[src/rtl/cla_nibble_accumulator.sv]
// cla_nibble_accumulator: signed WIDTH-bit accumulator (acc += operand), one 4-bit CLA group per clock
//   Ports: clk, reset (async, active-high), clr (zero acc, IDLE only),
//          in_valid/in_data/in_ready (operand handshake), acc (accumulator),
//          out_valid (one-cycle completion pulse), ovf (signed overflow of last sum, valid with out_valid),
//          ovf_sticky (any overflow since clr/reset).
//   Build option: define SATURATE_EN to clamp acc to the signed limit on overflow.
module cla_nibble_accumulator #(
    parameter int WIDTH = 32
) (
    input  logic             clk,
    input  logic             reset,
    input  logic             clr,
    input  logic             in_valid,
    input  logic [WIDTH-1:0] in_data,
    output logic             in_ready,
    output logic [WIDTH-1:0] acc,
    output logic             out_valid,
    output logic             ovf,
    output logic             ovf_sticky
);
    localparam int N  = WIDTH / 4;
    localparam int IW = $clog2(N);

    typedef enum logic [1:0] {IDLE, ADD, SETTLE, DONE} state_t;

    state_t           state_q, state_d;
    logic [WIDTH-1:0] acc_q, acc_d, op_q, op_d;
    logic [IW-1:0]    idx_q, idx_d;
    logic             carry_q, carry_d, old_sign_q, old_sign_d;
    logic             out_valid_q, out_valid_d, ovf_q, ovf_d, sticky_q, sticky_d;
    logic [3:0]       a, b, g, p, sum;
    logic             c1, c2, c3, c4, ovf_c, accept;

    assign in_ready   = (state_q == IDLE);
    assign accept     = in_valid & in_ready;
    assign acc        = acc_q;
    assign out_valid  = out_valid_q;
    assign ovf        = ovf_q;
    assign ovf_sticky = sticky_q;

    // 4-bit lookahead slice on the current group
    always_comb begin
        a   = acc_q[{idx_q, 2'b00} +: 4];
        b   = op_q[{idx_q, 2'b00} +: 4];
        g   = a & b;
        p   = a ^ b;
        c1  = g[0] | (p[0] & carry_q);
        c2  = g[1] | (p[1] & g[0]) | (p[1] & p[0] & carry_q);
        c3  = g[2] | (p[2] & g[1]) | (p[2] & p[1] & g[0]) | (p[2] & p[1] & p[0] & carry_q);
        c4  = g[3] | (p[3] & g[2]) | (p[3] & p[2] & g[1]) | (p[3] & p[2] & p[1] & g[0])
            | (p[3] & p[2] & p[1] & p[0] & carry_q);
        sum = p ^ {c3, c2, c1, carry_q};
    end

    assign ovf_c = (op_q[WIDTH-1] == old_sign_q) & (acc_q[WIDTH-1] != op_q[WIDTH-1]);

    always_comb begin
        state_d     = state_q;
        acc_d       = acc_q;
        op_d        = op_q;
        idx_d       = idx_q;
        carry_d     = carry_q;
        old_sign_d  = old_sign_q;
        sticky_d    = sticky_q;
        out_valid_d = 1'b0;
        ovf_d       = 1'b0;
        case (state_q)
            IDLE: begin
                if (clr) begin
                    acc_d    = '0;
                    sticky_d = 1'b0;
                end
                if (accept) begin
                    op_d       = in_data;
                    old_sign_d = clr ? 1'b0 : acc_q[WIDTH-1];
                    idx_d      = '0;
                    carry_d    = 1'b0;
                    state_d    = ADD;
                end
            end
            ADD: begin
                acc_d[{idx_q, 2'b00} +: 4] = sum;
                carry_d = c4;
                idx_d   = idx_q + 1'b1;
                state_d = (idx_q == IW'(N - 1)) ? SETTLE : ADD;
            end
            SETTLE: begin
                // sum is complete; flag overflow and publish on the next edge
                out_valid_d = 1'b1;
                ovf_d       = ovf_c;
                sticky_d    = sticky_q | ovf_c;
`ifdef SATURATE_EN
                if (ovf_c)
                    acc_d = old_sign_q ? {1'b1, {(WIDTH-1){1'b0}}} : {1'b0, {(WIDTH-1){1'b1}}};
`endif
                state_d = DONE;
            end
            default: state_d = IDLE;
        endcase
    end

    always_ff @(posedge clk or posedge reset) begin
        if (reset) begin
            state_q     <= IDLE;
            acc_q       <= '0;
            op_q        <= '0;
            idx_q       <= '0;
            carry_q     <= 1'b0;
            old_sign_q  <= 1'b0;
            out_valid_q <= 1'b0;
            ovf_q       <= 1'b0;
            sticky_q    <= 1'b0;
        end else begin
            state_q     <= state_d;
            acc_q       <= acc_d;
            op_q        <= op_d;
            idx_q       <= idx_d;
            carry_q     <= carry_d;
            old_sign_q  <= old_sign_d;
            out_valid_q <= out_valid_d;
            ovf_q       <= ovf_d;
            sticky_q    <= sticky_d;
        end
    end
endmodule

[config.mk]
export PLATFORM = sky130hd
export DESIGN_NAME = cla_nibble_accumulator
export DESIGN_NICKNAME = d
export VERILOG_FILES = /design/src/rtl/cla_nibble_accumulator.sv
export SDC_FILE = /design/constraint.sdc
export NUM_CORES = 1
export LEC_CHECK = 0
export ABC_AREA = 1
export BUFFER_PORTS_ARGS = -buffer_cell sky130_fd_sc_hd__clkbuf_2
export CORE_ASPECT_RATIO = 1.1
export CORE_MARGIN = 10
export CORE_UTILIZATION = 45
export CTS_CLUSTER_DIAMETER = 30
export DETAILED_ROUTE_END_ITERATION = 6
export PLACE_DENSITY = 0.7
export RECOVER_POWER = 100
export SYNTH_ARGS = -nofsm -noshare
export SYNTH_HDL_FRONTEND = slang
export SYNTH_SLANG_ARGS = --single-unit
[constraint.sdc]
create_clock -name clk -period 5.8 [get_ports clk]
set_input_delay 0.87 -clock clk [delete_from_list [all_inputs] [get_ports clk]]
set_output_delay 0.87 -clock clk [all_outputs]
set_load 0.02 [all_outputs]
## Word level (Yosys, flattened, before mapping)

Index checks and enable logic that the tools add are counted.

| storage, ports and cells | value |
|---|---|
| flip-flop bits (word level) | 74 |
| output and inout bits | 36 |
| word-level logic and storage cells | 76 |

| cells by class | value |
|---|---|
| $add $sub $neg | 2 |
| eq/ne operators | 7 |
| shift-type cells | 4 |
| mux-type cells | 15 |
| bitwise logic cells | 32 |
| reductions and logical operators | 7 |

Operators by type and width:

| cell | count |
|---|---|
| one-hot mux 32 bit (2 select lines) | 1 |
| variable part select 32 x 6 -> 4 bit | 2 |
| bitwise mux 32 bit | 1 |
| two-way mux 32 bit | 1 |
| variable shift 4 x 7 -> 32 bit (first input constant) | 1 |
| variable part select 4 x 7 -> 32 bit | 1 |
| AND 1 bit | 18 |
| OR 1 bit | 11 |
| AND reduction 2 bit | 4 |
| XOR 4 bit | 2 |
| negation 5 -> 7 bit | 1 |
| one-hot mux 2 bit (3 select lines) | 1 |
| one-hot mux 3 bit (2 select lines) | 1 |
| two-way mux 1 bit | 5 |
| AND 4 bit | 1 |
| two-way mux 2 bit | 2 |
| one-hot mux 1 bit (2 select lines) | 2 |
| nonzero test 2 bit | 2 |
| adder 3 x 1 -> 3 bit (second input constant) | 1 |
| == test 3 bit (second input constant) | 1 |
| two-way mux 3 bit | 1 |
| == test 2 x 1 -> 1 bit (second input constant) | 1 |
| == test 2 bit (second input constant) | 1 |
| logical NOT 2 bit | 1 |
| other kinds (4) | 4 |

## Longest topological paths before layout

Gate-level depths: netlist (run 1).

| depth | value |
|---|---|
| depth in word-level cells | 10 |
| gate-level depth with buffers | 16 |
| gate-level depth less buffers | 15 |

## Worst setup path before layout (run 1)

OpenSTA, ideal clock, no wires.

| timing | value |
|---|---|
| path kind | reg-to-reg |
| start point | reg idx_q[0] |
| end point | reg acc_q[23], in the netlist acc[23] |
| data arrival time | 2.314 ns |
| slack | 3.421 ns |
| stages on the path, launching flop included | 16 |
| buffers on the path | 2 |
| clock period less this slack | 2.379 ns |
| cell sequence | dfrtp_1 -> buf_4 -> inv_4 -> buf_2 -> nor2_1 -> o21ai_0 -> a21oi_1 -> a31oi_1 -> ha_1 -> nand3_1 -> nand3_1 -> nand2_1 -> nand3_1 -> nor2_1 -> nand3_1 -> nand2_1 |

| on the way | value |
|---|---|
| cells in the longest elaborated chain, start to end | 10 |
| elaborated cells on any way between the ends | 25 |

Ends and longest elaborated chain:

| element | line | RTL |
|---|---|---|
| start: declaration | 28 | `logic [IW-1:0] idx_q, idx_d;` |
| start signal: assignment | 117 | `idx_q <= idx_d;` |
| variable part select 32 x 6 -> 4 bit, on equally long branches | 43, 44 |  |
| XOR 4 bit / AND 4 bit (equally long branches) | 46, 45 |  |
| AND 1 bit | 49 | `c3 = g[2] \| (p[2] & g[1]) \| (p[2] & p[1] & g[0]) \| (p[2] & p[1] & p[0] & carry_q);` |
| OR 1 bit / AND 1 bit (equally long branches) (2 in a row) | 49 |  |
| OR 1 bit | 49 |  |
| XOR 4 bit | 52 | `sum = p ^ {c3, c2, c1, carry_q};` |
| variable part select 4 x 7 -> 32 bit | 82 | `acc_d[{idx_q, 2'b00} +: 4] = sum;` |
| bitwise mux 32 bit * | 82 |  |
| one-hot mux 32 bit (2 select lines) * | 67 | `case (state_q)` |
| end signal: assignment | 105 | `acc_q <= '0;` |
| end signal: assignment | 115 | `acc_q <= acc_d;` |
| end: declaration | 27 | `logic [WIDTH-1:0] acc_q, acc_d, op_q, op_d;` |

Every way passes the cells marked *; elsewhere a longest branch is shown, timed or not.
A chain may end at the register's enable or synchronous reset.

## Worst setup path in the final report (run 1)

| timing | value |
|---|---|
| start point | reg idx_q[0] |
| end point | reg acc_q[31], in the netlist acc[31] |

The elaborated chain is that of the path after synthesis.

==> out/metrics.cfg, run 1 <==
[worst_setup_path]
rr_startpoint=idx_q[0]
startpoint_type=flip-flop
end_kind=flip-flop
crit_type=flip-flop to flip-flop
r2r_cells=12
critPathMaxFanout=44
cp.required_ns=6.08
r2r_setup_slack_ns=2.22
reg2reg_to=acc[31]
worstPathArrival_ns=3.86

[logic_synthesis]
yosysSeqAreaShare_pct=47.0
synth_area_sq_um=3940
synth_seq_cells=74
yosys_warnings=0
syn_nets=545
postSynthCellCount=496
avgSynthCellArea_sq_um=7.94
yosys.cell_types.count=31

[timing]
timing.fmax_mhz=279
worst_slew_pin_slew_ns=1.48
post-route-period-util_pct=61.7
hold_viol=0
drv_slew=0
skew_ns=0.00912
slew_headroom_pct=1.59
finalSetupTns_ns=0
rsz0062_at_grt=false
finalSetupViolations=0
min_period_ns=3.58

[place]
place_hpwl_mm=7.71
port_buffers=71
place_inst=659
gp_congestion=0.946

[final_layout]
fin_nets=608
layout_common_cells=nand2_1 (146), dfrtp_1 (74), o21ai_0 (60)
syn2layout_area_growth_pct=14.1
n_fill_cell=845
drive_above_1_share_pct=13.5
final_common_cell=nand2_1
final_cells=675
antenna_cells=0

[clock_tree]
clk_path_buf_depth=2
cts_resized=0
cts_inserted_buffers=9
clockRootBuffer=clkbuf_8
insertion_delay_ns=0.35
path_clk_slew_ns=0.08
postCtsSetupRepairBufs=0
clock-sinks=74
h-tree-depth=3
cts_tree=done
holdBufCountCts=0

[route]
wl_met1_mm=4.59
ant_nets=0
drt-total-wl_mm=10.4
via_per_inst=5.20
wl_per_cell_um=15.3
wl_met2_mm=4.78
routed.top_layer=met4
drtIter0Drc=200
drc=0
vias=3507
drt_pre_antenna_iters=5
wl_met3_um=754

[grt]
overflow=0
grt_use_total_pct=16.4
grt_max_degree=75
grt_pass1_wl_mm=17.3
antenna_found_initial=0
grt_pass1_vias=3504

[min_path]
worstHoldStart=op_q[15]
min_path_type=flip-flop to flip-flop
hold_path_end=op_q[15]
hold_depth=2

[floorplan]
pin_count=72
dieArea_sq_um=12900
rows=35
start_util_pct=46.6
core_area_sq_um=8450
dieWidth_um=109
die_h_um=118

[run_status]
outcome=complete, no violations

[power_and_ir_drop]
powerDensity_nw_per_um2=686
peakVddDrop_mv=0.225
leakagePower_nw=2.34

[job]
drv_cap=0

[flip-flops by register name (all words and copies together) (netlist names)]
signal	flops
acc	32
op_q	32
idx_q	3
state_q	2
carry_q	1
old_sign_q	1
out_valid	1
ovf	1
ovf_sticky	1
[stage by stage]
stage | hold WS (ns) | area (sq um) | utilization, % | power, mW | worst slack (ns)
after floorplan | 0.437 | 3940 | - | 2.20 | 3.05
after global routing | 0.509 | 4490 | 53.2 | 3.37 | 1.71
after CTS | 0.472 | 4550 | 53.8 | 3.12 | 2.27
final | 0.468 | 4490 | 53.2 | 3.08 | 2.22
after detailed placement | 0.455 | 4330 | 51.2 | 2.66 | 2.30
after global placement | 0.451 | 4330 | 51.2 | 2.63 | 2.35
[critical path, stage by stage (launching register included)]
cell and delay [ns]:
dfrtp_1 1.15, inv_4 0.39, o21ai_0 0.27, a21oi_1 0.09, a31oi_1 0.33, ha_1 0.32, nand3_1 0.13, nand3_1 0.10
nand2_1 0.09, nand3_1 0.11, nor2_1 0.32, nand3_1 0.12, nand2_1 0.09
[synth_stat cells]
library cell  number  area [sq um]
nand2_2            1          6.26
nand3b_1           1          7.51
o21ai_1           10          50.1
nand2_4            6          67.6
buf_2              8          40.0
a31oi_1            6          37.5
nor2_4             4          45.0
buf_4              3          22.5
fa_1               1          20.0
nand2_1          146           548
inv_2             11          41.3
nand4_1            4          25.0
buf_6              3          33.8
o21a_1             1          7.51
a21oi_1           17          85.1
nor2_2             1          6.26
o22ai_1           11          68.8
nand4_2            1          12.5
nand3_4            2          35.0
dfrtp_1           74          1850
inv_4              2          12.5
o21ai_0           50           250
a21o_1             1          7.51
clkbuf_1           7          26.3
ha_1              12           150
inv_1             36           135
nand3_1           27           135
nor2_8             1          20.0
xor2_1             1          8.76
nor3_1             2          10.0
nor2_1            46           173
[metal layers]
layer	global-route usage (%)	up-vias
met4	5.13	0
li1	-	1737
met3	4.46	21
met1	21.5	1621
met2	25.6	128
met5	0	-
[worst max-delay path by stage]
stage	end	depth (start not counted)	startpoint
6_report	acc[31]	12	idx_q[0]
5_1_grt	acc[7]	12	idx_q[0]
4_1_cts	acc[31]	12	idx_q[0]
3_5_place_dp	acc[31]	12	idx_q[0]
3_3_place_gp	acc[5]	11	idx_q[0]
2_1_floorplan	acc[0]	1	reset
[final cells by class]
cell class / count / area, sq um / area share, %
multi-input combinational: 352 / 1770 / 39.5
inverter: 49 / 189 / 4.20
tap: 111 / 139 / 3.09
clock buffer: 11 / 141 / 3.15
timing repair buffer: 73 / 322 / 7.15
sequential: 74 / 1850 / 41.2
clock inverter: 5 / 77.6 / 1.73
[power by group]
group | leakage [nW] | total (mW) | switching (mW) | internal, mW
sequential | 0.965 | 0.944 | 0.220 | 0.724
clock | 0.109 | 0.443 | 0.190 | 0.253
combinational | 1.27 | 1.69 | 1.16 | 0.538
[logic make-up after synthesis]
family	Yosys count	share of synthesized area [%]
DFF	74	47.0
xor gates and xnor gates	1	0.222
and+or+nand+nor	242	27.7
AOI/OAI and AO/OA	96	12.9
buffers and inverters	70	7.91
adders and majority gates	13	4.32
Power figures use the tool's default switching activity.
==> inputs of run 2 (changes only) <==
- clock period: 5.8 -> 3.5 ns (I/O delays scaled with it)
==> out/metrics.cfg, run 2 (synthesized netlist as in run 1, its figures left out) <==
[final_layout]
layout_common_cells=nand2_1 (146), dfrtp_1 (74), o21ai_0 (60)
syn2layout_area_growth_pct=15.9
final_common_cell=nand2_1
area.sequential_sq_um=1850
final_cells=678
drive_above_1_share_pct=13.6
multi_input_area_sq_um=1770
fin_nets=611
n_fill_cell=845
antenna_cells=0
fin_util_pct=54.0

[timing]
slew_headroom_pct=-24.0
min_period_ns=2.78
finalSetupViolations=0
worst_slew_pin_slew_ns=1.86
skew_ns=0.0118
post-route-period-util_pct=79.5
timing.fmax_mhz=359
finalSetupTns_ns=0
hold_viol=0
rsz0062_at_grt=false
drv_slew=50

[place]
place_hpwl_mm=7.79
gp_congestion=0.951
port_buffers=71
place_inst=662

[grt]
antenna_found_initial=0
grt_pass1_vias=3463
grt_max_degree=50
grt_use_total_pct=16.4
grt_pass1_wl_mm=17.1
overflow=0

[clock_tree]
holdBufCountCts=0
clock-sinks=74
cts_inserted_buffers=9
insertion_delay_ns=0.36
cts_resized=0
path_clk_slew_ns=0.08
postCtsSetupRepairBufs=0
clk_path_buf_depth=2
clockRootBuffer=clkbuf_8
h-tree-depth=3
cts_tree=done

[floorplan]
start_util_pct=46.6
die_h_um=118
dieArea_sq_um=12900
core_area_sq_um=8450
dieWidth_um=109
pin_count=72
rows=35

[power_and_ir_drop]
leakagePower_nw=2.38
total_power_mw=5.27
peakVddDrop_mv=0.493
switching_share_pct=48.7
power_frac_seq_pct=27.7
p_clk_share_pct=17.4
powerDensity_nw_per_um2=1150
p_sw_mw=2.57
combPwrFrac_pct=54.8
p_int_mw=2.71

[route]
drc=0
drt-total-wl_mm=10.4
vias=3500
ant_nets=0
drtIter0Drc=183
via_per_inst=5.16
drt_pre_antenna_iters=5
wl_per_cell_um=15.4

[worst_setup_path]
critPathMaxFanout=39
startpoint_type=flip-flop
end_kind=flip-flop
worstPathArrival_ns=3.07
cp.required_ns=3.79
crit_type=flip-flop to flip-flop

[min_path]
min_path_type=input pin to flip-flop

[run_status]
violations=max-capacitance violations, max-slew violations
outcome=finished with violations

[job]
drv_cap=1

run 2: cell types whose count changed in the layout (fill, tap and decap cells not counted):
cell,before,now
buf_4,1,2
bufinv_16,2,4
clkbuf_1,38,39
clkbuf_8,10,12
clkinv_2,2,0
clkinvlp_4,1,0
nor2_1,47,48
nor2_4,4,3
run 2: power groups by stage:
stage          Sequential (mW)  Clock [mW]  Combinational [mW]
6_report                  1.46       0.920                2.89
5_1_grt                   1.51       0.968                3.27
4_1_cts                   1.46       0.937                2.93
3_5_place_dp              1.47           0                2.92
3_3_place_gp              1.47           0                2.88
2_1_floorplan             1.57           0                2.08
run 2: cell type report:
cell class / instances / area share (%)
inverters: 49 / 4.14
clock inverters: 4 / 2.63
multi-input cells: 352 / 38.7
repair buffers: 76 / 7.37
flip-flops and latches: 74 / 40.5
well taps: 111 / 3.04
clock buffers: 12 / 3.62
run 2: path summary, 6_finish.rpt:
check | start | to | slack [ns] | cells past startpoint
max | idx_q[0] | acc[23] | 0.72 | 13
min | in_data[1] | op_q[1] | 0.37 | 3
max reg2reg | idx_q[0] | acc[23] | 0.72 | 13
min reg2reg | op_q[19] | op_q[19] | 0.47 | 2
max in group asynchronous | reset | acc[23] | 1.30 | 3
min in group asynchronous | reset | op_q[17] | 0.74 | 2
run 2: worst max-delay path: stages, from the launching register on:
cell and delay [ns]:
dfrtp_1 0.39, buf_4 0.36, o21ai_0 0.11, o21ai_0 0.19
a21oi_1 0.06, a31oi_1 0.35, ha_1 0.31, nand3_1 0.12
nand3_1 0.10, nand2_1 0.10, nand3_1 0.11, nor2_1 0.31
nand3_1 0.12, nand2_1 0.08
run 2: stage by stage:
step	setup slack [ns]	instance area (sq um)	hold WS, ns
after floorplan	1.09	3940	0.437
after global placement	0.880	4350	0.451
after detailed placement	0.784	4350	0.455
after CTS	0.759	4630	0.353
after global routing	0.336	4570	0.366
final	0.718	4570	0.366
run 2: layer usage:
| layer | GRT usage [%] | up-vias | routed length [um] |
|---|---|---|---|
| met5 | 0 | - | 0 |
| met4 | 7.98 | 0 | 347 |
| met3 | 4.40 | 29 | 805 |
| met2 | 26.2 | 149 | 4720 |
| met1 | 19.8 | 1582 | 4550 |
| li1 | - | 1740 | - |
